$ cat config.mk
export PLATFORM = sky130hd
export DESIGN_NAME = mux_pipe
export DESIGN_NICKNAME = d
export VERILOG_FILES = /design/src/rtl/mux_pkg.sv /design/src/rtl/mux_pipe_stage.sv /design/src/rtl/mux_pipe.sv
export SDC_FILE = /design/constraint.sdc
export NUM_CORES = 1
export LEC_CHECK = 0
export CAP_MARGIN = 20
export CORE_MARGIN = 2
export CORE_UTILIZATION = 36
export DETAILED_ROUTE_END_ITERATION = 8
export MAX_ROUTING_LAYER = met4
export PLACE_DENSITY = 0.73
export RECOVER_POWER = 25
export SLEW_MARGIN = 10
export SYNTH_ARGS = -nofsm -noshare
export SYNTH_HDL_FRONTEND = slang
export SYNTH_SLANG_ARGS = --single-unit
$ cat constraint.sdc
create_clock -name CLK -period 1.16 [get_ports CLK]
set_input_delay 0.348 -clock CLK [delete_from_list [all_inputs] [get_ports CLK]]
set_output_delay 0.348 -clock CLK [all_outputs]
set_load 0.02 [all_outputs]
$ cat src/rtl/mux_pkg.sv
// -----------------------------------------------------------------------------
// mux_pkg
// Shared constants and elaboration-time helpers for the pipelined N:1 mux.
// The helpers describe the shape of the padded mux tree: how many select bits
// each stage resolves, how many candidates enter each stage, and where each
// stage's registered candidates sit inside the flattened inter-stage bus.
// No ports (package).
// -----------------------------------------------------------------------------
package mux_pkg;

   // Widest group-mux a single stage may build; matches the native MUX32 fan-in.
   localparam int MUX_MAX_SPS = 32'sd5;

   // Ceiling log2; returns 0 for value <= 1.
   function automatic int clog2(input int value);
      int result;
      int rem;
      result = 32'sd0;
      rem    = value - 32'sd1;
      while (rem > 32'sd0) begin
         result = result + 32'sd1;
         rem    = rem / 32'sd2;
      end
      return result;
   endfunction

   // Integer ceiling division, used for the pipeline latency.
   function automatic int ceil_div(input int num, input int den);
      return (num + den - 32'sd1) / den;
   endfunction

   // Select width; a 1-bit select is kept even when clog2 collapses to 0.
   function automatic int sel_width(input int num_in);
      if (clog2(num_in) < 32'sd1) begin
         return 32'sd1;
      end else begin
         return clog2(num_in);
      end
   endfunction

   // Select bits consumed by a stage; the last stage takes whatever remains.
   function automatic int stage_bits(input int sel_w, input int sps, input int stage);
      int rem;
      rem = sel_w - (stage * sps);
      if (rem < 32'sd0) begin
         rem = 32'sd0;
      end else begin
         rem = rem;
      end
      if (rem > sps) begin
         return sps;
      end else begin
         return rem;
      end
   endfunction

   // Candidates entering a stage (the tree is padded to a power of two).
   function automatic int stage_cands(input int sel_w, input int sps, input int stage);
      int used;
      used = stage * sps;
      if (used > sel_w) begin
         used = sel_w;
      end else begin
         used = used;
      end
      return 32'sd1 << (sel_w - used);
   endfunction

   // Bit offset of the candidates entering a stage (stage >= 1) inside the
   // inter-stage bus; stage k's registered output lives at stage_offset(k+1).
   function automatic int stage_offset(input int sel_w, input int sps, input int width,
                                       input int stage);
      int off;
      off = 32'sd0;
      for (int k = 32'sd1; k < stage; k++) begin
         off = off + stage_cands(sel_w, sps, k) * width;
      end
      return off;
   endfunction

endpackage

$ cat src/rtl/mux_pipe_stage.sv
// -----------------------------------------------------------------------------
// mux_pipe_stage
// One registered 2^SB:1 group-mux level of the pipelined mux tree. The N_IN
// candidates are split into groups of 2^SB consecutive entries; the low SB
// select bits pick one entry per group. The remaining select bits are shifted
// down and registered alongside the data and the valid bit.
// With HOLD_LAST set (final stage) data only loads on a valid sample, so the
// output keeps the last valid value while the valid bit still follows.
//
// Ports:
//   clk    in   rising-edge clock
//   reset  in   synchronous active-high clear of all stage registers
//   ce     in   clock enable; 0 holds every register
//   d_i    in   N_IN*WIDTH candidate data
//   sel_i  in   SEL_W unconsumed select bits, LSB first
//   v_i    in   valid bit travelling with the data
//   d_o    out  N_OUT*WIDTH registered reduced candidates
//   sel_o  out  SEL_W registered remaining select bits
//   v_o    out  registered valid bit
// -----------------------------------------------------------------------------
module mux_pipe_stage
   import mux_pkg::*;
#(
   parameter int N_IN      = 32,
   parameter int WIDTH     = 1,
   parameter int SB        = 2,
   parameter int SEL_W     = 5,
   parameter bit HOLD_LAST = 1'b0,
   localparam int N_OUT    = ceil_div(N_IN, 32'sd1 << SB)
)
(
   input  logic                     clk,
   input  logic                     reset,
   input  logic                     ce,
   input  logic [N_IN*WIDTH-1:0]    d_i,
   input  logic [SEL_W-1:0]         sel_i,
   input  logic                     v_i,
   output logic [N_OUT*WIDTH-1:0]   d_o,
   output logic [SEL_W-1:0]         sel_o,
   output logic                     v_o
);

   logic [SB-1:0]          lane_s;
   logic [N_OUT*WIDTH-1:0] mux_s;
   logic [N_OUT*WIDTH-1:0] d_d;
   logic [N_OUT*WIDTH-1:0] d_q;
   logic [SEL_W-1:0]       sel_d;
   logic [SEL_W-1:0]       sel_q;
   logic                   v_d;
   logic                   v_q;

   assign lane_s = sel_i[SB-1:0];

   // Group mux: each output group takes the lane addressed by this stage's bits.
   always_comb begin
      mux_s = '0;
      for (int g = 32'sd0; g < N_OUT; g++) begin
         if (((g << SB) + int'(lane_s)) < N_IN) begin
            mux_s[g*WIDTH +: WIDTH] = d_i[((g << SB) + int'(lane_s))*WIDTH +: WIDTH];
         end else begin
            mux_s[g*WIDTH +: WIDTH] = '0;
         end
      end
   end

   // Next-state: everything advances on ce; the final stage gates data by valid.
   always_comb begin
      d_d   = d_q;
      sel_d = sel_q;
      v_d   = v_q;
      if (ce) begin
         v_d   = v_i;
         sel_d = sel_i >> SB;
         if (!HOLD_LAST || v_i) begin
            d_d = mux_s;
         end else begin
            d_d = d_q;
         end
      end else begin
         d_d   = d_q;
         sel_d = sel_q;
         v_d   = v_q;
      end
   end

   // Stage registers with synchronous clear that takes priority over ce.
   always_ff @(posedge clk) begin
      if (reset) begin
         d_q   <= '0;
         sel_q <= '0;
         v_q   <= 1'b0;
      end else begin
         d_q   <= d_d;
         sel_q <= sel_d;
         v_q   <= v_d;
      end
   end

   assign d_o   = d_q;
   assign sel_o = sel_q;
   assign v_o   = v_q;

endmodule

$ cat src/rtl/mux_pipe.sv
// -----------------------------------------------------------------------------
// mux_pipe
// Parametrised pipelined NUM_IN:1 multiplexer of WIDTH-bit channels. The
// select is resolved SPS bits per registered stage (LSB first), giving a
// latency of LAT = ceil(SEL_W/SPS) CE-qualified cycles. Leaves above NUM_IN
// are tied to zero, so an out-of-range select yields O = 0 with VO = VI.
// The output holds the last valid sample while VO follows the valid pipeline.
//
// Ports:
//   CLK    in   rising-edge clock
//   RESET  in   synchronous active-high reset, overrides CE
//   CE     in   clock enable; 0 stalls the whole pipeline
//   I      in   NUM_IN*WIDTH flattened channels, channel k at [k*WIDTH +: WIDTH]
//   S      in   SEL_W channel select, sampled with I
//   VI     in   input valid
//   O      out  WIDTH selected data, registered
//   VO     out  output valid, registered
// -----------------------------------------------------------------------------
module mux_pipe
   import mux_pkg::*;
#(
   parameter int NUM_IN   = 32,
   parameter int WIDTH    = 1,
   parameter int SPS      = 2,
   localparam int SEL_W   = sel_width(NUM_IN)
)
(
   input  logic                     CLK,
   input  logic                     RESET,
   input  logic                     CE,
   input  logic [NUM_IN*WIDTH-1:0]  I,
   input  logic [SEL_W-1:0]         S,
   input  logic                     VI,
   output logic [WIDTH-1:0]         O,
   output logic                     VO
);

   localparam int LAT   = ceil_div(SEL_W, SPS);
   localparam int N_PAD = 32'sd1 << SEL_W;
   localparam int BUS_W = stage_offset(SEL_W, SPS, WIDTH, LAT + 32'sd1);

   logic [N_PAD*WIDTH-1:0] pad_s;
   logic [BUS_W-1:0]       tree_s;
   logic [SEL_W-1:0]       sel_s [0:LAT];
   logic [LAT:0]           vld_s;
   logic [SEL_W-1:0]       sel_unused_s;

   // Zero-pad the leaves past the last real channel to complete the tree.
   always_comb begin
      pad_s                     = '0;
      pad_s[NUM_IN*WIDTH-1:0]   = I;
   end

   assign sel_s[0] = S;
   assign vld_s[0] = VI;

   generate
      for (genvar j = 0; j < LAT; j++) begin : g_stage
         localparam int C_IN  = stage_cands(SEL_W, SPS, j);
         localparam int C_OUT = stage_cands(SEL_W, SPS, j + 1);
         localparam int SB    = stage_bits(SEL_W, SPS, j);

         logic [C_IN*WIDTH-1:0] d_in_s;

         if (j == 0) begin : g_head
            assign d_in_s = pad_s;
         end else begin : g_body
            assign d_in_s = tree_s[stage_offset(SEL_W, SPS, WIDTH, j) +: C_IN*WIDTH];
         end

         mux_pipe_stage #(
            .N_IN      (C_IN),
            .WIDTH     (WIDTH),
            .SB        (SB),
            .SEL_W     (SEL_W),
            .HOLD_LAST (j == LAT - 1)
         ) u_stage (
            .clk   (CLK),
            .reset (RESET),
            .ce    (CE),
            .d_i   (d_in_s),
            .sel_i (sel_s[j]),
            .v_i   (vld_s[j]),
            .d_o   (tree_s[stage_offset(SEL_W, SPS, WIDTH, j + 1) +: C_OUT*WIDTH]),
            .sel_o (sel_s[j+1]),
            .v_o   (vld_s[j+1])
         );
      end
   endgenerate

   // Every select bit has been consumed after the last stage.
   assign sel_unused_s = sel_s[LAT];

   assign O  = tree_s[stage_offset(SEL_W, SPS, WIDTH, LAT) +: WIDTH];
   assign VO = vld_s[LAT];

endmodule
Yosys cells after proc, flatten, opt, wreduce, memory -nomap -nowiden
Index checks and enable logic that the tools add are counted.
{ "classes": {"addsub": 8, "magnitude_cmp": 11, "shift": 11, "muxes": 11, "n_reduce_logical": 1} }
{ "op_table": {"columns": ["cell", "count"], "rows": [
  ["$lt 32x7->1 const B", 7],
  ["$shiftx 32x32->1", 7],
  ["$lt 32x5->1 const B", 1],
  ["$shiftx 32x3->1", 1],
  ["$shiftx 8x32->1", 1],
  ["$add 5x2->6 const A", 4],
  ["$mux 1", 11],
  ["$add 4x2->5 const A", 2],
  ["$add 3x2->4 const A", 2],
  ["$shiftx 8x3->1", 1],
  ["$lt 2x6->1 const B", 1],
  ["$lt 2x4->1 const B", 1],
  ["$lt 1x2->1 const B", 1],
  ["$reduce_and 2->1", 1],
  ["$shiftx 2x2->1", 1]
]} }
{ "totals": {"regBits": 18, "inputBits": 41, "out_inout_bits": 2, "elab_cells": 50} }

Logic depth before layout (Yosys ltp)
{ "depth": {"ltp_word": 3, "ltp_mapped": 4, "mapped_depth_nobuf": 2} }

Hierarchy
A second synthesis with hierarchy kept.
{ "unflattened": {"cells_unflattened": 113, "hier_area_um2": 1237.4} }
{ "by_module_without_submodules": {"columns": ["mod", "n_inst", "cells_each", "area_each_um2", "seq_area_each_um2"], "rows": [
  ["mux_pipe_stage (g_stage[0].u_stage)", 1, 62, 676.9, 240.2],
  ["mux_pipe_stage (g_stage[1].u_stage)", 1, 29, 315.3, 120.1],
  ["mux_pipe_stage (g_stage[2].u_stage)", 1, 22, 245.2, 120.1]
]} }

Worst setup path before layout
OpenSTA, ideal clock, no wires.
{ "synth_timing": {"path_kind": "input -> register", "from": "input port S[0]", "to": "register g_stage[0].u_stage.d_q[1]", "setup_ns": 0.128, "arrival_time_ns": 0.999, "required_time_ns": 1.032, "setup_slack_ns": 0.034, "cell_stages": 4, "n_path_buf": 2, "cell_sequence": "buf_4 buf_4 mux2i_1 o221ai_2"} }
{ "synth_via": {"elab_chain_len": 3, "word_cells_on_any_way": 4, "classes_between": "add/sub (1); order compare (1); shift (1); mux (1)"} }
{ "synth_rtl": {"columns": ["item", "line_no", "text"], "rows": [
  ["start: declaration", "mux_pipe.sv:32", "input logic [SEL_W-1:0] S,"],
  ["$add 3x2->4 (*)", "mux_pipe_stage.sv:58, mux_pipe_stage.sv:59", null],
  ["$lt 32x7->1 or $shiftx 32x32->1 (tied branches)", "mux_pipe_stage.sv:58, mux_pipe_stage.sv:59", null],
  ["$mux 1 (*)", "mux_pipe_stage.sv:58", "if (((g << SB) + int'(lane_s)) < N_IN) begin"],
  ["end signal: assignment", "mux_pipe_stage.sv:89", "d_q <= '0;"],
  ["end signal: assignment", "mux_pipe_stage.sv:93", "d_q <= d_d;"],
  ["end: declaration", "mux_pipe_stage.sv:46", "logic [N_OUT*WIDTH-1:0] d_q;"]
]} }
Every way passes the cells marked *; elsewhere a longest branch is shown, timed or not.
A chain may end at the register's enable or synchronous reset.

==> run summary <==
• 38.4% — fraction of the yosys area taken by sequential cells
• reg -> reg — class of the tightest hold or removal check
• 223 — number of filler cells placed in the layout
• 0.46 ns — maximum cell stage delay along the critical path
• 0 ns — Setup TNS Final
• 81.6% — remaining max-slew budget at the tightest pin
• 1.38 ns — endpoint required time on the critical path
• 18 — row cnt
• 0 — count of flip-flops with a built-in enable after synthesis
• 176 — fin nets
• 850 — Via Count
• 2480 µm² — total core area
• 11 — pin count of the biggest net entering global routing
• dlygate4sd2_1 -> buf_4 -> or3b_2 -> o221ai_1 — critical path, cell by cell
• 3030 µm² — overall die area
• 0 — total of endpoints with negative setup slack in the final report
• 14.3 µm — Routed wire per std cell
• 61.6% — Core Util, Final
• no — setup repair after global routing missed its margin
• 0.00141 W — total power after layout
• 37.9% — effective utilization at floorplan
• 0.11 ns — Reg clk slew, reported paths
• 2 — CP bufs+invs
• 0% — Synth async-reset ratio
• 0 — antenna violations before repair
• 43 — I/O pin cnt
• 1.37 ns — data arrival at the endpoint of the critical path
• 4 — number of gates on the worst path with buffers counted
• 924 nW/µm² — PD cells
• 363 µm² — Seq. cell area
• 6 — Critical Path Fanout Max
• 14 — Yosys cell types
• 18 — number of clock sinks
• flip-flop — Worst Setup End Kind
• 3 — total clock buffers created by CTS
• 0 — pins over their slew limit
• 4 — first-pass detailed-route iteration total
• 0 — remaining routing DRC violations
• 0.00134 ns — worst clock skew on the final layout
• sky130_fd_sc_hd__clkbuf_4 — Root Buffer
• 0.29 ns — worst skew pair latency
• completed — result of the run
• g_stage[1].u_stage.d_o[0]$_SDFFE_PP0P_ — reg-to-reg critical path endpoint
• 677 µV — maximum VDD drop
• 18 — total of flip-flops plus latches after synthesis
• 0.755 — weighted congestion at the end of routability-driven global placement
• CE — Setup crit start
• 55.1 µm — Die Width
• 2 — maximum buffer depth of the clock tree
• 2 — Reg2Reg Depth
• 0 — number of setup buffers added after CTS
• 1.15 ns — post-layout minimum cycle time
• 17.9% — total routing resource utilization after global routing
• 1 — count of H-tree levels built during CTS
• 2 — hold path depth
• 0 — residual overflow from global routing
• buffers and inverters — Worst path top cell family by delay
• 938 µm² — Syn Std Cell Area
• sky130_fd_sc_hd__dfxtp_1 — leading register cell type out of synthesis
• 1.77 mm — half-perimeter wire length after placement
• 128 — Syn Nets
• 0.635 nW — Static Leak
• 856 — vias in the first global route
• 28 x sky130_fd_sc_hd__mux2i_1, 18 x sky130_fd_sc_hd__dfxtp_1, 9 x sky130_fd_sc_hd__o221ai_1 — Commonest cells post-synth
• 0 — Yosys warnings
• input pin — kind of start point of the critical path
• 38.4% — area share of the largest cell type after synthesis
• sky130_fd_sc_hd__or3b_2 — cell with the largest stage delay on the worst path
• 868 MHz — f_max
• 0 — Max-cap violations
• g_stage[0].u_stage.sel_o[1]$_SDFFE_PP0P_ — launch instance of the worst register-to-register path
• in -> reg — critical setup path kind
• 2.35 mm — total wire length
• g_stage[0].u_stage.d_o[5]$_SDFFE_PP0P_ — destination of the critical timing path
• 0.13 ns — internal reg-to-reg setup slack
• 159 — Cells after DPL
• 3.76 mm — wire length of the first global-routing pass
• 164 — final std cells w/o fill
• 10.8 µm² — mean cell area of the mapped netlist
• sky130_fd_sc_hd__dfxtp_1 — leading area contributor after synthesis
• 62.5% — Synth-to-Final Area Change
• sky130_fd_sc_hd__mux2i_1 — most common cell in the synthesized netlist
• 11 — number of DRC violations after detailed-routing iteration 0
• 0 — Routed Antenna Nets
• 21.6% — layout cell share with drive strength beyond 1
• 99.3% — period utilisation layout
• sky130_fd_sc_hd__dfxtp_1 38%, sky130_fd_sc_hd__mux2i_1 30%, sky130_fd_sc_hd__o221ai_1 8.4% — cell types occupying the most area after synthesis
• 42 — Port-buffer cells
• 5.18 — mean number of vias per cell
• 55.1 µm — Die H
• yes — CTS tree
• 0.276 ns — slew at the pin closest to its max-slew limit
• 0 — final hold violation count
• 0 — number of diodes added for antenna fixing
• 564 µm² — area of the multi-input gates
• 87 — Post-Syn Instances
• 0.512 ns — Min Hold Slack
==> layout make-up <==
class	count	area share [%]
Sequential cell	18	23.8
Clock buffer	4	2.38
Timing Repair Buffer	51	34.4
Tap cell	30	2.46
Multi-Input combinational cell	61	37.0
==> logic make-up after synthesis <==
| group | synth area share [%] |
|---|---|
| AND/OR/NAND/NOR | 16.0 |
| multiplexers | 29.9 |
| flip-flops | 38.4 |
| AO/OA/AOI/OAI | 11.5 |
| buffers and inverters | 4.27 |
==> metrics by stage <==
| stage | cell area [µm²] | worst slack, ns |
|---|---|---|
| floorplan | 938 | 0.0336 |
| global placement | 1430 | -0.526 |
| detailed placement | 1430 | -0.578 |
| CTS | 1500 | 0.00229 |
| global route | 1530 | 0.00560 |
| finish | 1530 | 0.00757 |
==> cells in the final DEF, fill, tap and decap left out, types with 2 or more instances in the layout <==
cell type                         instances
sky130_fd_sc_hd__o221ai_1                 7
sky130_fd_sc_hd__dlygate4sd2_1            4
sky130_fd_sc_hd__clkdlybuf4s50_1         36
sky130_fd_sc_hd__mux2i_1                 28
sky130_fd_sc_hd__o221ai_2                 3
sky130_fd_sc_hd__or3b_2                   6
sky130_fd_sc_hd__dfxtp_1                 16
sky130_fd_sc_hd__buf_4                    5
sky130_fd_sc_hd__or3b_4                   2
sky130_fd_sc_hd__clkbuf_4                 3
sky130_fd_sc_hd__buf_6                    3
sky130_fd_sc_hd__or3b_1                   4
sky130_fd_sc_hd__nor2_1                   7
sky130_fd_sc_hd__dfxtp_2                  2
==> timing repair <==
item	4_1_cts	5_1_grt
endpoints found under the setup margin	15	6
gates cloned	1	0
pin swaps	1	0
hold buffers	0	0
gates resized for setup	15	9
hold endpoints to repair	0	0
==> registers in the layout (all words and copies together) (netlist names) <==
name                   count
g_stage.u_stage.d_o       11
g_stage.u_stage.sel_o      4
g_stage.u_stage.v_o        3
==> report_power, final <==
group,total [W],internal [W],switching [W]
Combinational,0.000339,0.000229,0.000110
Sequential,0.000679,0.000656,0.0000229
Clock,0.000392,0.000191,0.000201
==> layer usage <==
layer | share of wire [%] | GRT usage, % | up-vias
met5 | 0 | - | -
met4 | 1.1 | 9.76 | 0
met3 | 4.2 | 0.806 | 2
met2 | 52 | 31.0 | 15
met1 | 43 | 20.8 | 402
li1 | - | - | 431
==> worst min path at each step <==
stage / startpoint / slack, ns / endpoint
finish: g_stage[0].u_stage.sel_o[2]$_SDFFE_PP0P_ / 0.51 / g_stage[0].u_stage.sel_o[2]$_SDFFE_PP0P_
global route: g_stage[0].u_stage.v_o$_SDFFE_PP0P_ / 0.53 / g_stage[0].u_stage.v_o$_SDFFE_PP0P_
CTS: g_stage[0].u_stage.v_o$_SDFFE_PP0P_ / 0.51 / g_stage[0].u_stage.v_o$_SDFFE_PP0P_
detailed placement: g_stage[0].u_stage.v_o$_SDFFE_PP0P_ / 0.48 / g_stage[0].u_stage.v_o$_SDFFE_PP0P_
global placement: g_stage[0].u_stage.v_o$_SDFFE_PP0P_ / 0.47 / g_stage[0].u_stage.v_o$_SDFFE_PP0P_
floorplan: g_stage[0].u_stage.sel_o[2]$_SDFFE_PP0P_ / 0.46 / g_stage[0].u_stage.sel_o[2]$_SDFFE_PP0P_
==> worst min-delay path, cell delays in order, from the launching register on <==
cell and delay (ns):
sky130_fd_sc_hd__dfxtp_1 0.34, sky130_fd_sc_hd__mux2i_1 0.06, sky130_fd_sc_hd__nor2_1 0.08
Note: power is estimated with default switching activity, not from simulation.
